==> src/rtl/fifo_defs.vh <==
// Shared read-mode constants for the FIFO family.
//   FWFT_SHOWAHEAD  : head word presented combinationally on data_out
//   FWFT_REGISTERED : data_out registered, one clock after an accepted get
`ifndef FIFO_DEFS_VH
`define FIFO_DEFS_VH

`define FWFT_SHOWAHEAD  1
`define FWFT_REGISTERED 0

`endif

==> src/rtl/sync_fifo_thresh_pkg.sv <==
// Package for sync_fifo_thresh: fill-count update encoding and its decode.
package sync_fifo_thresh_pkg;

    typedef enum logic [1:0] {
        FILL_HOLD = 2'd0,
        FILL_INC  = 2'd1,
        FILL_DEC  = 2'd2
    } fill_op_e;

    // Simultaneous accepted put and get leave the count unchanged.
    function automatic fill_op_e fill_op(input logic put_acc, input logic get_acc);
        fill_op_e op;
        op = FILL_HOLD;
        if (put_acc && !get_acc) op = FILL_INC;
        if (get_acc && !put_acc) op = FILL_DEC;
        return op;
    endfunction

endpackage

==> src/rtl/sdp_ram.sv <==
// Simple dual-port RAM: one synchronous write port, one asynchronous read port.
// Contents are not initialised or cleared by any reset.
// Ports:
//   clk    in  write clock
//   we     in  write enable
//   waddr  in  write address
//   wdata  in  write data
//   raddr  in  read address
//   rdata  out read data (combinational from raddr)
module sdp_ram #(
    parameter int WIDTH  = 8,
    parameter int ADDR_W = 6
) (
    input  logic              clk,
    input  logic              we,
    input  logic [ADDR_W-1:0] waddr,
    input  logic [WIDTH-1:0]  wdata,
    input  logic [ADDR_W-1:0] raddr,
    output logic [WIDTH-1:0]  rdata
);

    logic [WIDTH-1:0] mem [2**ADDR_W];

    always_ff @(posedge clk) begin
        if (we) begin
            mem[waddr] <= wdata;
        end
    end

    assign rdata = mem[raddr];

endmodule

==> src/rtl/sync_fifo_thresh.sv <==
// Single-clock FIFO with fill count, programmable almost-full/almost-empty,
// sticky overflow/underflow and synchronous flush. Read mode selected by FWFT.
// Ports:
//   clk, reset              clock, synchronous active-high reset
//   data_in, put            write data / write request
//   get                     read request
//   flush                   discard all contents (below reset, above put/get)
//   err_clr                 clear sticky error flags (a new error the same cycle wins)
//   data_out, rd_valid      read data and its valid
//   empty, full             fillcount == 0 / == DEPTH
//   almost_empty/full       fillcount <= AE_THRESH / >= AF_THRESH
//   fillcount               entries held, 0..DEPTH
//   overflow, underflow     sticky: put while full / get while empty
`include "fifo_defs.vh"

module sync_fifo_thresh
    import sync_fifo_thresh_pkg::*;
#(
    parameter int WIDTH     = 8,
    parameter int ADDR_W    = 6,
    parameter int FWFT      = 1,
    parameter int AF_THRESH = 56,
    parameter int AE_THRESH = 8
) (
    input  logic              clk,
    input  logic              reset,
    input  logic [WIDTH-1:0]  data_in,
    input  logic              put,
    input  logic              get,
    input  logic              flush,
    input  logic              err_clr,
    output logic [WIDTH-1:0]  data_out,
    output logic              rd_valid,
    output logic              empty,
    output logic              full,
    output logic              almost_empty,
    output logic              almost_full,
    output logic [ADDR_W:0]   fillcount,
    output logic              overflow,
    output logic              underflow
);

    localparam int DEPTH = 2**ADDR_W;
    localparam logic [ADDR_W:0] DEPTH_C = (ADDR_W+1)'(DEPTH);
    localparam logic [ADDR_W:0] AF_C    = (ADDR_W+1)'(AF_THRESH);
    localparam logic [ADDR_W:0] AE_C    = (ADDR_W+1)'(AE_THRESH);

    if (AF_THRESH < 1 || AF_THRESH > DEPTH || AE_THRESH < 0 || AE_THRESH >= DEPTH) begin : g_bad_thresh
        $error("sync_fifo_thresh: AF_THRESH must be 1..DEPTH and AE_THRESH 0..DEPTH-1");
    end

    logic [ADDR_W-1:0] wr_ptr_reg;
    logic [ADDR_W-1:0] rd_ptr_reg;
    logic [ADDR_W:0]   fill_reg;
    logic              overflow_reg;
    logic              underflow_reg;
    logic [WIDTH-1:0]  ram_rdata;
    logic              put_acc;
    logic              get_acc;

    // Flags decode only the registered count, so they cannot glitch on pointer wrap.
    assign empty        = (fill_reg == '0);
    assign full         = (fill_reg == DEPTH_C);
    assign almost_empty = (fill_reg <= AE_C);
    assign almost_full  = (fill_reg >= AF_C);
    assign fillcount    = fill_reg;
    assign overflow     = overflow_reg;
    assign underflow    = underflow_reg;

    // Acceptance uses this cycle's flags only: no write-through when full,
    // no read-through when empty. A flush swallows both requests.
    assign put_acc = put && !full  && !flush;
    assign get_acc = get && !empty && !flush;

    always_ff @(posedge clk) begin
        if (reset || flush) begin
            wr_ptr_reg <= '0;
            rd_ptr_reg <= '0;
            fill_reg   <= '0;
        end else begin
            if (put_acc) wr_ptr_reg <= wr_ptr_reg + 1'b1;
            if (get_acc) rd_ptr_reg <= rd_ptr_reg + 1'b1;
            case (fill_op(put_acc, get_acc))
                FILL_INC: fill_reg <= fill_reg + 1'b1;
                FILL_DEC: fill_reg <= fill_reg - 1'b1;
                default:  fill_reg <= fill_reg;
            endcase
        end
    end

    // Sticky errors: setting has priority over err_clr; flush neither sets nor clears.
    always_ff @(posedge clk) begin
        if (reset) begin
            overflow_reg  <= 1'b0;
            underflow_reg <= 1'b0;
        end else begin
            if (put && full && !flush) overflow_reg <= 1'b1;
            else if (err_clr)          overflow_reg <= 1'b0;
            if (get && empty && !flush) underflow_reg <= 1'b1;
            else if (err_clr)           underflow_reg <= 1'b0;
        end
    end

    sdp_ram #(
        .WIDTH  (WIDTH),
        .ADDR_W (ADDR_W)
    ) u_ram (
        .clk   (clk),
        .we    (put_acc),
        .waddr (wr_ptr_reg),
        .wdata (data_in),
        .raddr (rd_ptr_reg),
        .rdata (ram_rdata)
    );

    if (FWFT == `FWFT_SHOWAHEAD) begin : g_showahead
        assign data_out = ram_rdata;
        assign rd_valid = !empty;
    end else begin : g_registered
        logic [WIDTH-1:0] dout_reg;
        logic             rd_valid_reg;

        // Valid pulses for exactly the cycle after an accepted get; data holds otherwise.
        always_ff @(posedge clk) begin
            if (reset) begin
                dout_reg     <= '0;
                rd_valid_reg <= 1'b0;
            end else begin
                rd_valid_reg <= get_acc;
                if (get_acc) dout_reg <= ram_rdata;
            end
        end

        assign data_out = dout_reg;
        assign rd_valid = rd_valid_reg;
    end

endmodule

==> config.mk <==
export PLATFORM = sky130hd
export DESIGN_NAME = sync_fifo_thresh
export DESIGN_NICKNAME = d
export VERILOG_FILES = /design/src/rtl/sync_fifo_thresh_pkg.sv /design/src/rtl/sdp_ram.sv /design/src/rtl/sync_fifo_thresh.sv
export VERILOG_INCLUDE_DIRS = /design/src /design/src/rtl
export SDC_FILE = /design/constraint.sdc
export NUM_CORES = 1
export LEC_CHECK = 0
export BUFFER_PORTS_ARGS = -buffer_cell sky130_fd_sc_hd__buf_2
export CAP_MARGIN = 25
export CORE_ASPECT_RATIO = 1.25
export CORE_UTILIZATION = 60
export CTS_BUF_LIST = sky130_fd_sc_hd__clkbuf_8
export CTS_CLUSTER_DIAMETER = 120
export DETAILED_ROUTE_END_ITERATION = 10
export GPL_ROUTABILITY_DRIVEN = 0
export PLACE_DENSITY_LB_ADDON = 0.25
export SLEW_MARGIN = 20
export SYNTH_ARGS = -nofsm -noshare
export SYNTH_HDL_FRONTEND = slang
export SYNTH_SLANG_ARGS = --single-unit
==> constraint.sdc <==
create_clock -name clk -period 6.1 [get_ports clk]
set_input_delay 1.22 -clock clk [delete_from_list [all_inputs] [get_ports clk]]
set_output_delay 1.22 -clock clk [all_outputs]
set_load 0.05 [all_outputs]
==> impl_results.md <==
- Run status: complete, no violations
- Syn nets: 1099
- Cell area after synthesis: between 20000 and 25000 um2
- # rows: between 70 and 80
- IO Port Bufs: 35
- Num ports: 36
- Final #Nets: 1173
- Worst Path Class, Setup: flip-flop to output port
- Vias: 10800
- Largest Register: u_ram.mem
- Later-pin clock latency in the skew report: around 610 ps
- Mean Syn Cell Area: 19.7 um2
- Share of cells above drive strength 1: 25.0%
- Clock transition at the registers of the reported paths: 60 ps
- Min cycle time layout: 4820 ps
- Seq/Total Area, Yosys: 74.9%
- CP arrival: 3600 ps
- Final Hold Fails: 0
- Fmax: 207 MHz
- Critical Path RT: between 4000 and 5000 ps
- Setup TNS: 0 ps
- Async SR Flop Fraction: 0%
- Via density: roughly 6.4
- Post-Syn Instances: around 1100
- Seq cells post-synth: about 540
- Drt initial violations: 1100
- Setup-failing EPs final: 0
- Ys Warns: 0
- Clk buf depth: 3
- PostCTS Resize Cnt: 0
- CTS tree: done
- Worst IR Drop VDD: 0.000131 V
- DP Worst Slack: roughly 1800 ps
- Die Ht: around 210 um
- Number of fillers in the final layout: 2219
- Setup bufs post-CTS: 0
- Largest register FFs: 512
- Worst Path Max Fanout: 44
- Placed cell count: 1541
- Max_slew headroom: 29.7%
- Top_reg_cell synth: edfxtp_1
- H-tree levels: 3
- HP Class: flip-flop to flip-flop
- Critical path capture point type: output port
- Routed WL per cell: ~27 um
- Post-DRT Antenna Nets: 0
- DIE AREA: between 30000 and 40000 um2
- Initial Utilization: 61.3%
- Largest net degree at the start of global routing: 65
- Drt pass-1 iters: 5
- Max Cap Viol: 0
- Die width: 170 um
- Routed wire length: 45400 um
- Pleak: between 0.007 and 0.008 uW
- Num Clock Sinks: 539
- RSZ-0062 raised after global routing: false
- Clk root buf: clkbuf_8
- Biggest regs: u_ram.mem: 512 flops, fillcount: 7 flops
- Area growth syn-to-layout: 9.70%
- CTS buffer count: 78
- Gr usage total: 26.4%
- Pwr/cell area: 289 nW/um2
- Vias in the first global route: 11000
- Worst Slack Setup Final: between 1000 and 1500 ps
- Core box area: 34700 um2
- Final cycle utilization of the critical path: approximately 79%
- First-pass GRT wire length: 67600 um
- HPWL Detailed: approximately 28000 um
- Global route overflow: 0
- Startpoint types: flip-flop
- Number of remaining DRC errors: 0
- Least-Margin Pin Slew: 1050 ps
- Hold-fix buffer count after cts: 0
- Finished Layout Cells: 1679
- Synth unique cells: 59
- Fin Clk Skew: 18.1 ps
- EDFF count, synth: 512
- Initial antenna violation count: 1
- Max Slew Vio Count: 0
## Yosys cell counts, types with 6 or more instances
master | count | area (um2)
a31oi_1 | 8 | 50.1
nor2_1 | 92 | 345
xor2_1 | 11 | 96.3
a211oi_1 | 9 | 67.6
inv_1 | 6 | 22.5
a22oi_1 | 8 | 60.1
nor3_1 | 10 | 50.1
nand3_1 | 12 | 60.1
nand2_1 | 31 | 116
clkbuf_1 | 18 | 67.6
mux2_2 | 16 | 180
mux2i_1 | 16 | 160
o22ai_1 | 13 | 81.3
a21oi_1 | 9 | 45.0
o221ai_1 | 10 | 87.6
buf_2 | 21 | 105
or3_1 | 7 | 43.8
nor2b_1 | 16 | 100
mux4_2 | 124 | 2790
buf_4 | 10 | 75.1
dfxtp_1 | 27 | 541
edfxtp_1 | 512 | 15400
buf_6 | 6 | 67.6
o21ai_0 | 13 | 65.1
## through the flow
stage               power (uW)  utilization [%]  hold WS (ps)  cell area, um2
CTS                       6780             67.1           486           23300
global placement          4250             62.8           462           21800
finish                    6730             67.2           480           23300
detailed placement        4260             63.2           476           21900
global route              6930             67.2           511           23300
floorplan                 4180                -           485           21300
## worst paths after layout
kind,start,to,slack (ps),cells after the start
hold reg to reg,underflow,underflow,480,2
hold / removal,underflow,underflow,480,2
setup reg to reg,fillcount[2],fillcount[6],2470,9
setup / recovery,flip-flop,data_out[0],1280,6
## cell families (layout without fill, tap and decap cells)
family	Yosys count	count (layout)	synth area share [%]
other	0	1	0
AOI/OAI and AO/OA	100	100	3.38
and+or+nand+nor	200	200	4.48
buffers and inverters	66	196	1.68
DFF	539	539	74.9
adders and majority gates	5	5	0.294
muxes	156	156	14.7
xor gates and xnor gates	14	14	0.577
## where the power goes
group | leakage, uW | switching, uW | internal [uW]
logic | 0.00159 | 99.2 | 33.1
registers | 0.00482 | 4.25 | 4050
clock network | 0.000788 | 1280 | 1260
total | 0.00720 | 1390 | 5350
## cell type report
cell class                 instances  area (um2)  share of cell area [%]
clock buffer                      84        1160                    4.96
inverter                           7        26.3                   0.113
timing repair buffer              53         419                    1.80
antenna                            1        2.50                  0.0107
tap                              468         586                    2.51
clock inverter                    52         218                   0.933
sequential                       539       15900                    68.3
multi-input combinational        475        4990                    21.4
## cells in the final DEF (no fill, tap or decap), drive strengths merged, types with 3 or more instances in the layout
cell,synthesis,final
clkbuf,18,84
o22ai,13,13
or3,7,7
dfxtp,27,27
a221oi,4,4
inv,7,32
nor2b,16,16
nor4,3,3
nand2b,5,5
xnor2,3,3
and3b,4,4
mux4,124,124
o21ai,13,13
mux2,16,16
nor3b,3,3
nor2,92,92
a31oi,9,9
xor2,11,11
o21a,3,3
o221ai,10,10
a211oi,9,9
nand3,12,12
a22oi,8,8
nand4,5,5
mux2i,16,16
clkinvlp,0,4
buf,41,53
nand2,31,31
clkinv,0,23
ha,5,5
a22o,4,4
a21oi,9,9
edfxtp,512,512
or2,4,4
nor3,10,10
nand3b,3,3
## per-layer routing
layer	wire [um]	GRT usage (%)
met5	0	0
met4	1850	12.3
met3	4000	6.40
met2	22300	42.7
met1	17300	34.0
## worst max-delay path, cell delays in order, from the launching register on
cell and delay [ps]:
dfxtp_4 880, buf_4 560, mux4_2 580, o22ai_1 300
o21ai_0 160, a22o_1 240, buf_2 210
Note: power is estimated with default switching activity, not from simulation.
